File: config.mk
export PLATFORM = sky130hd
export DESIGN_NAME = branch_resolve_flat
export DESIGN_NICKNAME = d
export VERILOG_FILES = /design/src/rtl/branch_pkg.sv /design/src/rtl/branch_resolve_if.sv /design/src/rtl/branch_resolve_sat_counter.sv /design/src/rtl/branch_resolve.sv /design/src/flat_wrapper.sv
export SDC_FILE = /design/constraint.sdc
export NUM_CORES = 1
export LEC_CHECK = 0
export ABC_AREA = 0
export CAP_MARGIN = 20
export CORE_ASPECT_RATIO = 1.2
export CORE_MARGIN = 10
export CORE_UTILIZATION = 54
export CTS_CLUSTER_SIZE = 10
export DETAILED_ROUTE_END_ITERATION = 8
export PLACE_DENSITY = 0.85
export SETUP_SLACK_MARGIN = 0.15
export SLEW_MARGIN = 20
export SYNTH_ARGS = -nofsm -noshare
export SYNTH_HDL_FRONTEND = slang
export SYNTH_HIERARCHICAL = 1
export SYNTH_SLANG_ARGS = --single-unit
export TNS_END_PERCENT = 100
File: constraint.sdc
create_clock -name clk -period 8 [get_ports clk]
set_input_delay 1.6 -clock clk [delete_from_list [all_inputs] [get_ports clk]]
set_output_delay 1.6 -clock clk [all_outputs]
set_load 0.005 [all_outputs]
File: src/rtl/branch_pkg.sv
// Shared types and constants for the branch resolution stage.
package branch_pkg;
  typedef enum logic [1:0] {IDLE, RESOLVE, REDIRECT} br_state_t;
  localparam int PC_INC = 4;
endpackage

File: src/rtl/branch_resolve_if.sv
// Issue / comparator / redirect / statistics bundle for branch_resolve.
interface branch_resolve_if #(
  parameter int XLEN  = 32,
  parameter int CNT_W = 16
);
  logic             issue_valid;
  logic             issue_ready;
  logic [XLEN-1:0]  issue_pc;
  logic [XLEN-1:0]  issue_target;
  logic             issue_is_jump;
  logic             issue_pred_taken;
  logic             cmp_result;
  logic             flush;
  logic             redirect_valid;
  logic             redirect_ready;
  logic [XLEN-1:0]  redirect_pc;
  logic             resolved_valid;
  logic             resolved_taken;
  logic [CNT_W-1:0] branch_count;
  logic [CNT_W-1:0] mispredict_count;

  modport master (
    output issue_valid, issue_pc, issue_target, issue_is_jump, issue_pred_taken,
           cmp_result, flush, redirect_ready,
    input  issue_ready, redirect_valid, redirect_pc, resolved_valid, resolved_taken,
           branch_count, mispredict_count
  );

  modport slave (
    input  issue_valid, issue_pc, issue_target, issue_is_jump, issue_pred_taken,
           cmp_result, flush, redirect_ready,
    output issue_ready, redirect_valid, redirect_pc, resolved_valid, resolved_taken,
           branch_count, mispredict_count
  );
endinterface

File: src/rtl/branch_resolve_sat_counter.sv
// Saturating up-counter: sticks at all-ones instead of wrapping.
module sat_counter #(
  parameter int W = 16
) (
  input  logic         clk,
  input  logic         rst,
  input  logic         inc,
  output logic [W-1:0] count
);
  logic [W-1:0] count_q, count_d;

  always_comb begin
    count_d = count_q;
    if (inc && (count_q != '1)) count_d = count_q + W'(1);
  end

  always_ff @(posedge clk) begin
    if (rst) count_q <= '0;
    else     count_q <= count_d;
  end

  assign count = count_q;
endmodule

File: src/rtl/branch_resolve.sv
// Resolves a branch one cycle after issue using the registered comparator
// result; raises and holds a redirect on mispredict, keeps saturating stats.
module branch_resolve
  import branch_pkg::*;
#(
  parameter int XLEN  = 32,
  parameter int CNT_W = 16
) (
  input logic             clk,
  input logic             rst,
  branch_resolve_if.slave br
);
  br_state_t       state_q, state_d;
  logic [XLEN-1:0] pc_q, pc_d, tgt_q, tgt_d, rpc_q, rpc_d;
  logic            jmp_q, jmp_d, pred_q, pred_d;
  logic            taken, mispredict, br_inc, mp_inc;
  logic [XLEN-1:0] next_pc;
  logic [CNT_W-1:0] br_cnt, mp_cnt;

  assign taken      = jmp_q | br.cmp_result;
  assign next_pc    = taken ? tgt_q : pc_q + XLEN'(PC_INC);
  assign mispredict = taken != pred_q;

  always_comb begin
    state_d           = state_q;
    pc_d              = pc_q;
    tgt_d             = tgt_q;
    jmp_d             = jmp_q;
    pred_d            = pred_q;
    rpc_d             = rpc_q;
    br.issue_ready    = 1'b0;
    br.resolved_valid = 1'b0;
    br.resolved_taken = 1'b0;
    br.redirect_valid = 1'b0;
    br_inc            = 1'b0;
    mp_inc            = 1'b0;
    case (state_q)
      IDLE: begin
        br.issue_ready = ~br.flush;
        if (br.issue_valid && !br.flush) begin
          pc_d    = br.issue_pc;
          tgt_d   = br.issue_target;
          jmp_d   = br.issue_is_jump;
          pred_d  = br.issue_pred_taken;
          state_d = RESOLVE;
        end
      end
      RESOLVE: begin
        if (br.flush) begin
          state_d = IDLE;
        end else begin
          br.resolved_valid = 1'b1;
          br.resolved_taken = taken;
          br_inc            = 1'b1;
          mp_inc            = mispredict;
          if (mispredict) begin
            rpc_d   = next_pc;
            state_d = REDIRECT;
          end else begin
            // Correct prediction frees the slot for a back-to-back issue.
            br.issue_ready = 1'b1;
            if (br.issue_valid) begin
              pc_d   = br.issue_pc;
              tgt_d  = br.issue_target;
              jmp_d  = br.issue_is_jump;
              pred_d = br.issue_pred_taken;
            end else begin
              state_d = IDLE;
            end
          end
        end
      end
      REDIRECT: begin
        br.redirect_valid = ~br.flush;
        if (br.flush || br.redirect_ready) state_d = IDLE;
      end
      default: state_d = IDLE;
    endcase
  end

  always_ff @(posedge clk) begin
    if (rst) begin
      state_q <= IDLE;
      pc_q    <= '0;
      tgt_q   <= '0;
      jmp_q   <= 1'b0;
      pred_q  <= 1'b0;
      rpc_q   <= '0;
    end else begin
      state_q <= state_d;
      pc_q    <= pc_d;
      tgt_q   <= tgt_d;
      jmp_q   <= jmp_d;
      pred_q  <= pred_d;
      rpc_q   <= rpc_d;
    end
  end

  sat_counter #(.W(CNT_W)) u_br_cnt (.clk(clk), .rst(rst), .inc(br_inc), .count(br_cnt));
  sat_counter #(.W(CNT_W)) u_mp_cnt (.clk(clk), .rst(rst), .inc(mp_inc), .count(mp_cnt));

  assign br.redirect_pc      = rpc_q;
  assign br.branch_count     = br_cnt;
  assign br.mispredict_count = mp_cnt;
endmodule

File: src/flat_wrapper.sv
// flat-port wrapper written by rule: the top's interface ports become plain ports
module branch_resolve_flat import branch_pkg::*;
#(
  parameter int XLEN  = 32,
  parameter int CNT_W = 16
)
  (clk, rst, br_issue_valid, br_issue_pc, br_issue_target, br_issue_is_jump, br_issue_pred_taken, br_cmp_result, br_flush, br_redirect_ready, br_issue_ready, br_redirect_valid, br_redirect_pc, br_resolved_valid, br_resolved_taken, br_branch_count, br_mispredict_count);
  branch_resolve_if #(.XLEN(XLEN), .CNT_W(CNT_W)) br_i ();
  input logic clk;
  input logic rst;
  input wire logic [$bits(br_i.issue_valid)-1:0] br_issue_valid;
  input wire logic [$bits(br_i.issue_pc)-1:0] br_issue_pc;
  input wire logic [$bits(br_i.issue_target)-1:0] br_issue_target;
  input wire logic [$bits(br_i.issue_is_jump)-1:0] br_issue_is_jump;
  input wire logic [$bits(br_i.issue_pred_taken)-1:0] br_issue_pred_taken;
  input wire logic [$bits(br_i.cmp_result)-1:0] br_cmp_result;
  input wire logic [$bits(br_i.flush)-1:0] br_flush;
  input wire logic [$bits(br_i.redirect_ready)-1:0] br_redirect_ready;
  output wire logic [$bits(br_i.issue_ready)-1:0] br_issue_ready;
  output wire logic [$bits(br_i.redirect_valid)-1:0] br_redirect_valid;
  output wire logic [$bits(br_i.redirect_pc)-1:0] br_redirect_pc;
  output wire logic [$bits(br_i.resolved_valid)-1:0] br_resolved_valid;
  output wire logic [$bits(br_i.resolved_taken)-1:0] br_resolved_taken;
  output wire logic [$bits(br_i.branch_count)-1:0] br_branch_count;
  output wire logic [$bits(br_i.mispredict_count)-1:0] br_mispredict_count;
  assign br_i.issue_valid = br_issue_valid;
  assign br_i.issue_pc = br_issue_pc;
  assign br_i.issue_target = br_issue_target;
  assign br_i.issue_is_jump = br_issue_is_jump;
  assign br_i.issue_pred_taken = br_issue_pred_taken;
  assign br_i.cmp_result = br_cmp_result;
  assign br_i.flush = br_flush;
  assign br_i.redirect_ready = br_redirect_ready;
  assign br_issue_ready = br_i.issue_ready;
  assign br_redirect_valid = br_i.redirect_valid;
  assign br_redirect_pc = br_i.redirect_pc;
  assign br_resolved_valid = br_i.resolved_valid;
  assign br_resolved_taken = br_i.resolved_taken;
  assign br_branch_count = br_i.branch_count;
  assign br_mispredict_count = br_i.mispredict_count;
  branch_resolve #(.XLEN(XLEN), .CNT_W(CNT_W)) u_core (.clk(clk), .rst(rst), .br(br_i));
endmodule
==> key figures, run 1 <==
Power and ir drop
  – Final Total Pwr: 0.001541 W
  – Power density over the cells: 192.8 mW/mm^2
  – Leakage: 2.770 nW
  – VDD IR max: 0.0001110 V

STA
  – Setup_tns: 0 ns
  – Slew Limit Fails: 0
  – Fmax: 0.1944 GHz
  – Rel. slew slack: 42.19%
  – Worst slew pin tran: 0.8661 ns
  – # setup viols final: 0
  – Layout Skew: 0.007904 ns
  – Final period util: 64.31%
  – Final Hold Viols: 0
  – Fin crit period: 5.145 ns
  – RSZ-0062 raised after global routing: no

GRT
  – Global route overflow: 0
  – Initial antenna violation count: 1
  – Number of global-route vias before repair: 5,754
  – Largest net degree at the start of global routing: 85
  – First-pass GRT wire length: 28,280 um
  – Gr usage total: 21.89%

Clock network
  – Clk sink count: 132
  – Num CTS Buffers: 17
  – Skew-Pair Late Insertion Delay: 0.41 ns
  – Max Root-Sink Buffers: 2
  – H-tree Lvls: 4
  – Cts hold-fix bufs: 0
  – Total of cells resized after clock tree synthesis: 0
  – Worst-path clk slew: 0.05 ns
  – CTS tree: yes
  – Root buffer cell: clkbuf_16
  – Post-CTS setup repair buffer count: 0

Synth
  – Mapped Area: 0.006075 mm^2
  – Syn Area/Cell: 7.982 um^2
  – Share of the synthesized area in the top cell type: 43.50%
  – Register area share after synthesis: 43.50%
  – Yosys top cell by area: dfxtp_1
  – Top_reg_cell synth: dfxtp_1
  – EDFF count, synth: 0
  – Synth Warn #: 6
  – Largest cells by area after synthesis: dfxtp_1 (44%), nand2_1 (11%), a21oi_1 (9.2%)
  – Synthesized instance count: 761
  – Syn Nets: 836
  – Library cells used by synthesis: 54
  – Async set-or-reset flop fraction in the synthesized netlist: 0%
  – Yosys reg bits: 132

Worst setup path
  – R2R Setup Slk: 4.47 ns
  – RR Endpoint: u_core/u_mp_cnt/count[11]
  – Critical Path Source: br_flush
  – Worst setup path endpoint: br_resolved_taken
  – Worst R2R Start: u_core/state_q[0]
  – Setup crit end kind: output port
  – Critical path class: primary input to output port
  – Critical Path RT: 6.40 ns
  – Worst Path Max Fanout: 13
  – Startpoint Class: primary input
  – CP arrival: 3.55 ns
  – Worst Reg-to-Reg Cells: 7

Drt
  – 1st-pass router iterations: 5
  – Vias: 6,013
  – Final wirelength: 17,740 um
  – DR WL/cell: 17.40 um
  – Via/cell ratio: 5.895
  – DR iter-0 viols: 500
  – Antenna Violating Nets Remaining: 0
  – Residual DRC: 0

Placed design
  – Hpwl dp: 12,030 um
  – Routability congestion estimate: 0.8516
  – PortBufs: 139

Flow run
  – Max-Cap Viols: 0

Die
  – Starting Density: 55.05%
  – Core area: 0.01104 mm^2
  – Total die area: 0.01591 mm^2
  – Die width: 116.8 um
  – Boundary Pins: 140
  – Site row count: 42
  – DIE HEIGHT: 136.2 um

Final layout
  – Fill cells: 838
  – Area delta synth->final: 31.58%
  – Layout cells sized above 1: 5.862%
  – Nets: 952

Status
  – Outcome: completed

Hold path
  – Hold Crit Depth: 2
  – Worst Hold Class: flip-flop to flip-flop
## synthesized netlist by cell type (all sizes together), types with 3 or more instances
| master | n |
|---|---|
| ha | 3 |
| xnor2 | 12 |
| nand4 | 15 |
| o21a | 4 |
| nor4 | 10 |
| o31ai | 13 |
| o22ai | 11 |
| and4 | 8 |
| clkbuf | 25 |
| dfxtp | 132 |
| or4 | 16 |
| nor2 | 43 |
| nor3 | 15 |
| or3 | 8 |
| xor2 | 16 |
| nand2 | 177 |
| inv | 10 |
| nor3b | 5 |
| nor2b | 4 |
| nand3 | 25 |
| a311oi | 4 |
| a211oi | 5 |
| and3 | 18 |
| a21oi | 112 |
| o21ai | 23 |
| buf | 21 |
## worst min-delay path by stage
stage	start	to	slack (ns)
global route	u_core/tgt_q[20]	u_core/tgt_q[20]	0.47
CTS	u_core/tgt_q[20]	u_core/tgt_q[20]	0.45
finish	u_core/tgt_q[20]	u_core/tgt_q[20]	0.45
global placement	u_core/tgt_q[18]	u_core/tgt_q[18]	0.44
floorplan	u_core/tgt_q[18]	u_core/tgt_q[18]	0.43
detailed placement	u_core/tgt_q[20]	u_core/tgt_q[20]	0.44
## layer usage
metal | global-route usage [%] | vias to the layer above | part of all wire (%)
li1 | - | 2917 | -
met1 | 26.17 | 2834 | 41
met2 | 36.84 | 240 | 50
met3 | 7.143 | 22 | 7.7
met4 | 5.502 | 0 | 1.1
met5 | 0 | - | 0
## flip-flops by register name, indices dropped and copies added (netlist names)
register,cells
u_core/br.redirect_pc,32
u_core/jmp_q,1
u_core/tgt_q,32
u_core/pred_q,1
u_core/u_br_cnt/count,16
u_core/u_mp_cnt/count,16
u_core/state_q,2
u_core/pc_q,32
## power by group
part           total, W  switching [W]  internal, W
registers      0.000693      0.0000165     0.000676
logic          0.000114      0.0000584    0.0000555
clock network  0.000734       0.000267     0.000467
## metrics by stage
step / setup slack (ns) / util (%) / instances / hold slack (ns) / cell area [um^2]
global route: 2.716 / 72.40 / 1019 / 0.4682 / 7990
CTS: 2.869 / 72.39 / 1019 / 0.4516 / 7989
floorplan: 3.997 / - / 761 / 0.4312 / 6075
detailed placement: 2.810 / 67.43 / 990 / 0.4443 / 7441
global placement: 2.926 / 67.43 / 990 / 0.4392 / 7441
finish: 2.855 / 72.43 / 1020 / 0.4490 / 7993
## kinds of logic (layout without fill, tap and decap cells)
kind of cell,count (synthesis),count (layout),share of synthesized area [%]
muxes,4,4,0.7003
AOI/OAI and AO/OA,185,185,17.45
adders and majority gates,3,3,0.6180
xor gates and xnor gates,28,28,4.037
and+or+nand+nor,353,353,29.39
buffers and inverters,56,182,4.305
DFF,132,132,43.50
other,0,1,0
## area by class of cell
| cell class | count | area (um^2) | area share, % |
|---|---|---|---|
| diodes | 1 | 2.502 | 0.03131 |
| clock buffers | 23 | 467.9 | 5.855 |
| clock inverters | 6 | 80.08 | 1.002 |
| inverters | 10 | 37.54 | 0.4696 |
| multi-input cells | 573 | 3178 | 39.76 |
| flip-flops and latches | 132 | 2643 | 33.06 |
| well taps | 132 | 165.2 | 2.066 |
| repair buffers | 143 | 1419 | 17.75 |
## critical path, stage by stage
cell             delay [ns]
clkdlybuf4s50_1        0.47
nor3b_2                0.71
and2_1                 0.24
clkdlybuf4s50_1        0.52
## cells in the final DEF, fill, tap and decap left out, types with 5 or more instances in the layout
cell type / Yosys / layout
dfxtp_1: 132 / 132
inv_1: 10 / 10
xnor2_1: 12 / 12
nand3_1: 25 / 25
and4_1: 8 / 8
or4_1: 15 / 15
o31ai_1: 13 / 13
a21oi_1: 112 / 112
nand4_1: 11 / 11
nor2_1: 43 / 42
buf_4: 0 / 5
and3_1: 18 / 18
nand2_1: 175 / 174
nor3_1: 15 / 15
nor4_1: 6 / 6
xor2_1: 16 / 16
o21ai_0: 22 / 22
or3_1: 7 / 7
o22ai_1: 11 / 11
clkdlybuf4s50_1: 0 / 138
clkbuf_16: 0 / 17
Power figures use the tool's default switching activity.
==> run 2, diff against run 1 <==
--- a/config.mk
+++ b/config.mk
@@ -9,10 +9,10 @@
 export CAP_MARGIN = 20
 export CORE_ASPECT_RATIO = 1.2
 export CORE_MARGIN = 10
-export CORE_UTILIZATION = 54
+export CORE_UTILIZATION = 45
 export CTS_CLUSTER_SIZE = 10
 export DETAILED_ROUTE_END_ITERATION = 8
-export PLACE_DENSITY = 0.85
+export PLACE_DENSITY = 0.76
 export SETUP_SLACK_MARGIN = 0.15
 export SLEW_MARGIN = 20
 export SYNTH_ARGS = -nofsm -noshare
==> constraint.sdc (replaced) <==
create_clock -name clk -period 4.2 [get_ports clk]
set_input_delay 0.84 -clock clk [delete_from_list [all_inputs] [get_ports clk]]
set_output_delay 0.84 -clock clk [all_outputs]
set_load 0.005 [all_outputs]
==> run 2 against run 1 <==
Setup slack got worse by 2.1 ns. Clock-buffer cell count decreased by 6. Highest routed layer unchanged. Utilization decreased by 11 points. Largest cell class unchanged. Clock power increased by 120%. Non-clock buffer count increased by 5. Combinational power increased by 93%. Die area increased by 17%. Routed wire length decreased by 3.0%. Clock skew increased by 0.0021 ns. Sequential share of layout area decreased by 0.74 points.
==> key figures, run 2 (synthesized netlist as in run 1, its figures left out) <==
Die
  – Total die area: 0.01857 mm^2 (+17%)
  – Site row count: 46 (+9.5%)
  – DIE HEIGHT: 147.3 um (+8.1%)
  – Boundary Pins: 140 (unchanged)
  – Die width: 126.1 um (+7.9%)
  – Core area: 0.01324 mm^2 (+20%)
  – Starting Density: 45.89% (-9.2 points)

Drt
  – Via/cell ratio: 5.468 (-7.2%)
  – Final wirelength: 17,210 um (-3.0%)
  – DR iter-0 viols: 415 (-17%)
  – DR WL/cell: 16.19 um (-7.0%)
  – 1st-pass router iterations: 5 (unchanged)
  – Residual DRC: 0 (unchanged)
  – Antenna Violating Nets Remaining: 0 (unchanged)
  – Vias: 5,813 (-3.3%)

Worst setup path
  – CP arrival: 2.62 ns (-0.93 ns)
  – Critical Path RT: 3.36 ns (-3.04 ns)
  – Critical path class: primary input to output port
  – Startpoint Class: primary input
  – R2R Setup Slk: 1.68 ns (-2.79 ns)
  – Worst Path Max Fanout: 4 (-9)
  – Setup crit end kind: output port

STA
  – RSZ-0062 raised after global routing: no
  – Fmax: 0.2894 GHz
  – Rel. slew slack: 35.23% (-7.0 points)
  – Final period util: 82.28%
  – Fin Hold WS: 0.4512 ns (+0.002223 ns)
  – # setup viols final: 0 (unchanged)
  – Fin crit period: 3.456 ns
  – Final Hold Viols: 0 (unchanged)
  – Slew Limit Fails: 0 (unchanged)
  – Worst slew pin tran: 0.9716 ns (+0.1054 ns)
  – Setup_tns: 0 ns (unchanged)
  – Layout Skew: 0.009986 ns (+0.002082 ns)

Final layout
  – Most common cell after layout, fill and taps aside: nand2_1
  – Nets: 957 (+0.53%)
  – Diodes inserted: 0 (-1)
  – Post-Layout Inst Area: 0.008177 mm^2 (+2.3%)
  – Layout cells sized above 1: 7.151% (+1.3 points)
  – Final Util: 61.77% (-11 points)
  – Fin cells: 1,063 (+4.2%)
  – Area delta synth->final: 34.60%
  – Commonest non-fill, non-tap cells in the layout: nand2_1 (174), clkdlybuf4s50_1 (138), dfxtp_1 (132), a21oi_1 (112), nor2_1 (42)

Placed design
  – PortBufs: 139 (unchanged)
  – Placed Instance Area: 0.007523 mm^2 (+1.1%)
  – Hpwl dp: 11,770 um (-2.1%)
  – Routability congestion estimate: 0.7751 (-9.0%)
  – Placed cells: 1,031 (+4.1%)

Clock network
  – Cts hold-fix bufs: 0 (unchanged)
  – Total of cells resized after clock tree synthesis: 0 (unchanged)
  – Post-CTS setup repair buffer count: 0 (unchanged)
  – Num CTS Buffers: 17 (unchanged)
  – Clk sink count: 132 (unchanged)
  – Root buffer cell: clkbuf_16
  – Max Root-Sink Buffers: 2 (unchanged)
  – Worst-path clk slew: 0.06 ns (about the same)
  – H-tree Lvls: 4 (unchanged)
  – Skew-Pair Late Insertion Delay: 0.41 ns (about the same)
  – CTS tree: yes

Power and ir drop
  – Reg power frac: 41.4% (-3.6 points)
  – VDD IR max: 0.0002197 V (+98%)
  – NetSw: 0.0007263 W (+110%)
  – Power density over the cells: 389.0 mW/mm^2 (+100%)
  – Clock power share: 51.7% (+4.0 points)
  – Combinational Power Share: 6.9% (-0.5 points)
  – Sw Ratio: 22.83% (+0.65 points)
  – Leakage: 2.836 nW (+2.4%)
  – P_int: 0.002455 W (+100%)

Status
  – Outcome: completed

GRT
  – Largest net degree at the start of global routing: 91 (+7.1%)
  – Initial antenna violation count: 0 (-1)
  – Global route overflow: 0 (unchanged)
  – Number of global-route vias before repair: 5,569 (-3.2%)
  – First-pass GRT wire length: 27,970 um (-1.1%)
  – Gr usage total: 18.02% (-3.9 points)

Hold path
  – Worst Hold Class: flip-flop to flip-flop

Flow run
  – Max-Cap Viols: 0 (unchanged)
run 2: changes by cell type in the layout (fill, tap and decap cells not counted), sizes merged:
cell      previous run  this run
clkbuf              23        17
buf                  5        10
clkinvlp             0         2
inv                 10        13
clkinv               4         5
diode                1         0
bufinv               2         5
run 2: through the flow:
stage	setup slack, ns	power, W
2_1_floorplan	1.240	0.001452
3_3_place_gp	0.8071	0.001561
3_5_place_dp	0.7420	0.001565
4_1_cts	0.7629	0.003205
5_1_grt	0.7143	0.003293
6_report	0.7442	0.003181
run 2: cell type report:
class,count,area [um^2]
well taps,168,210.2
repair buffers,148,1456
inverters,10,37.54
multi-input cells,573,3177
clock inverters,15,227.7
flip-flops and latches,132,2643
fillers,1228,5061
clock buffers,17,425.4
run 2: critical path, stage by stage:
cell and delay [ns]:
clkdlybuf4s50_1 0.47, or3_4 0.36, a311oi_2 0.38, clkdlybuf4s50_1 0.58
run 2: layer usage:
metal  global-route usage [%]  wire length, um  vias to the layer above
met2                    29.83             8237                      148
met4                    5.587              184                        0
met3                    5.292              935                       16
met5                        0                0                        -
met1                    21.96             7849                     2721
li1                         -                -                     2928
run 2: path summary, 6_finish.rpt:
path                     startpoint                         to  depth (start not counted)
setup / recovery      br_cmp_result             br_issue_ready                          4
hold / removal     u_core/tgt_q[27]           u_core/tgt_q[27]                          2
setup reg to reg  u_core/state_q[0]  u_core/u_mp_cnt/count[11]                          6
hold reg to reg    u_core/tgt_q[27]           u_core/tgt_q[27]                          2
run 2: power by group through the flow:
| stage | logic [W] | clock network (W) | registers [W] |
|---|---|---|---|
| final | 0.000220 | 0.00164 | 0.00132 |
| after global routing | 0.000242 | 0.00173 | 0.00132 |
| after CTS | 0.000222 | 0.00167 | 0.00132 |
| after detailed placement | 0.000221 | 0 | 0.00134 |
| after global placement | 0.000219 | 0 | 0.00134 |
| after floorplan | 0.000115 | 0 | 0.00134 |
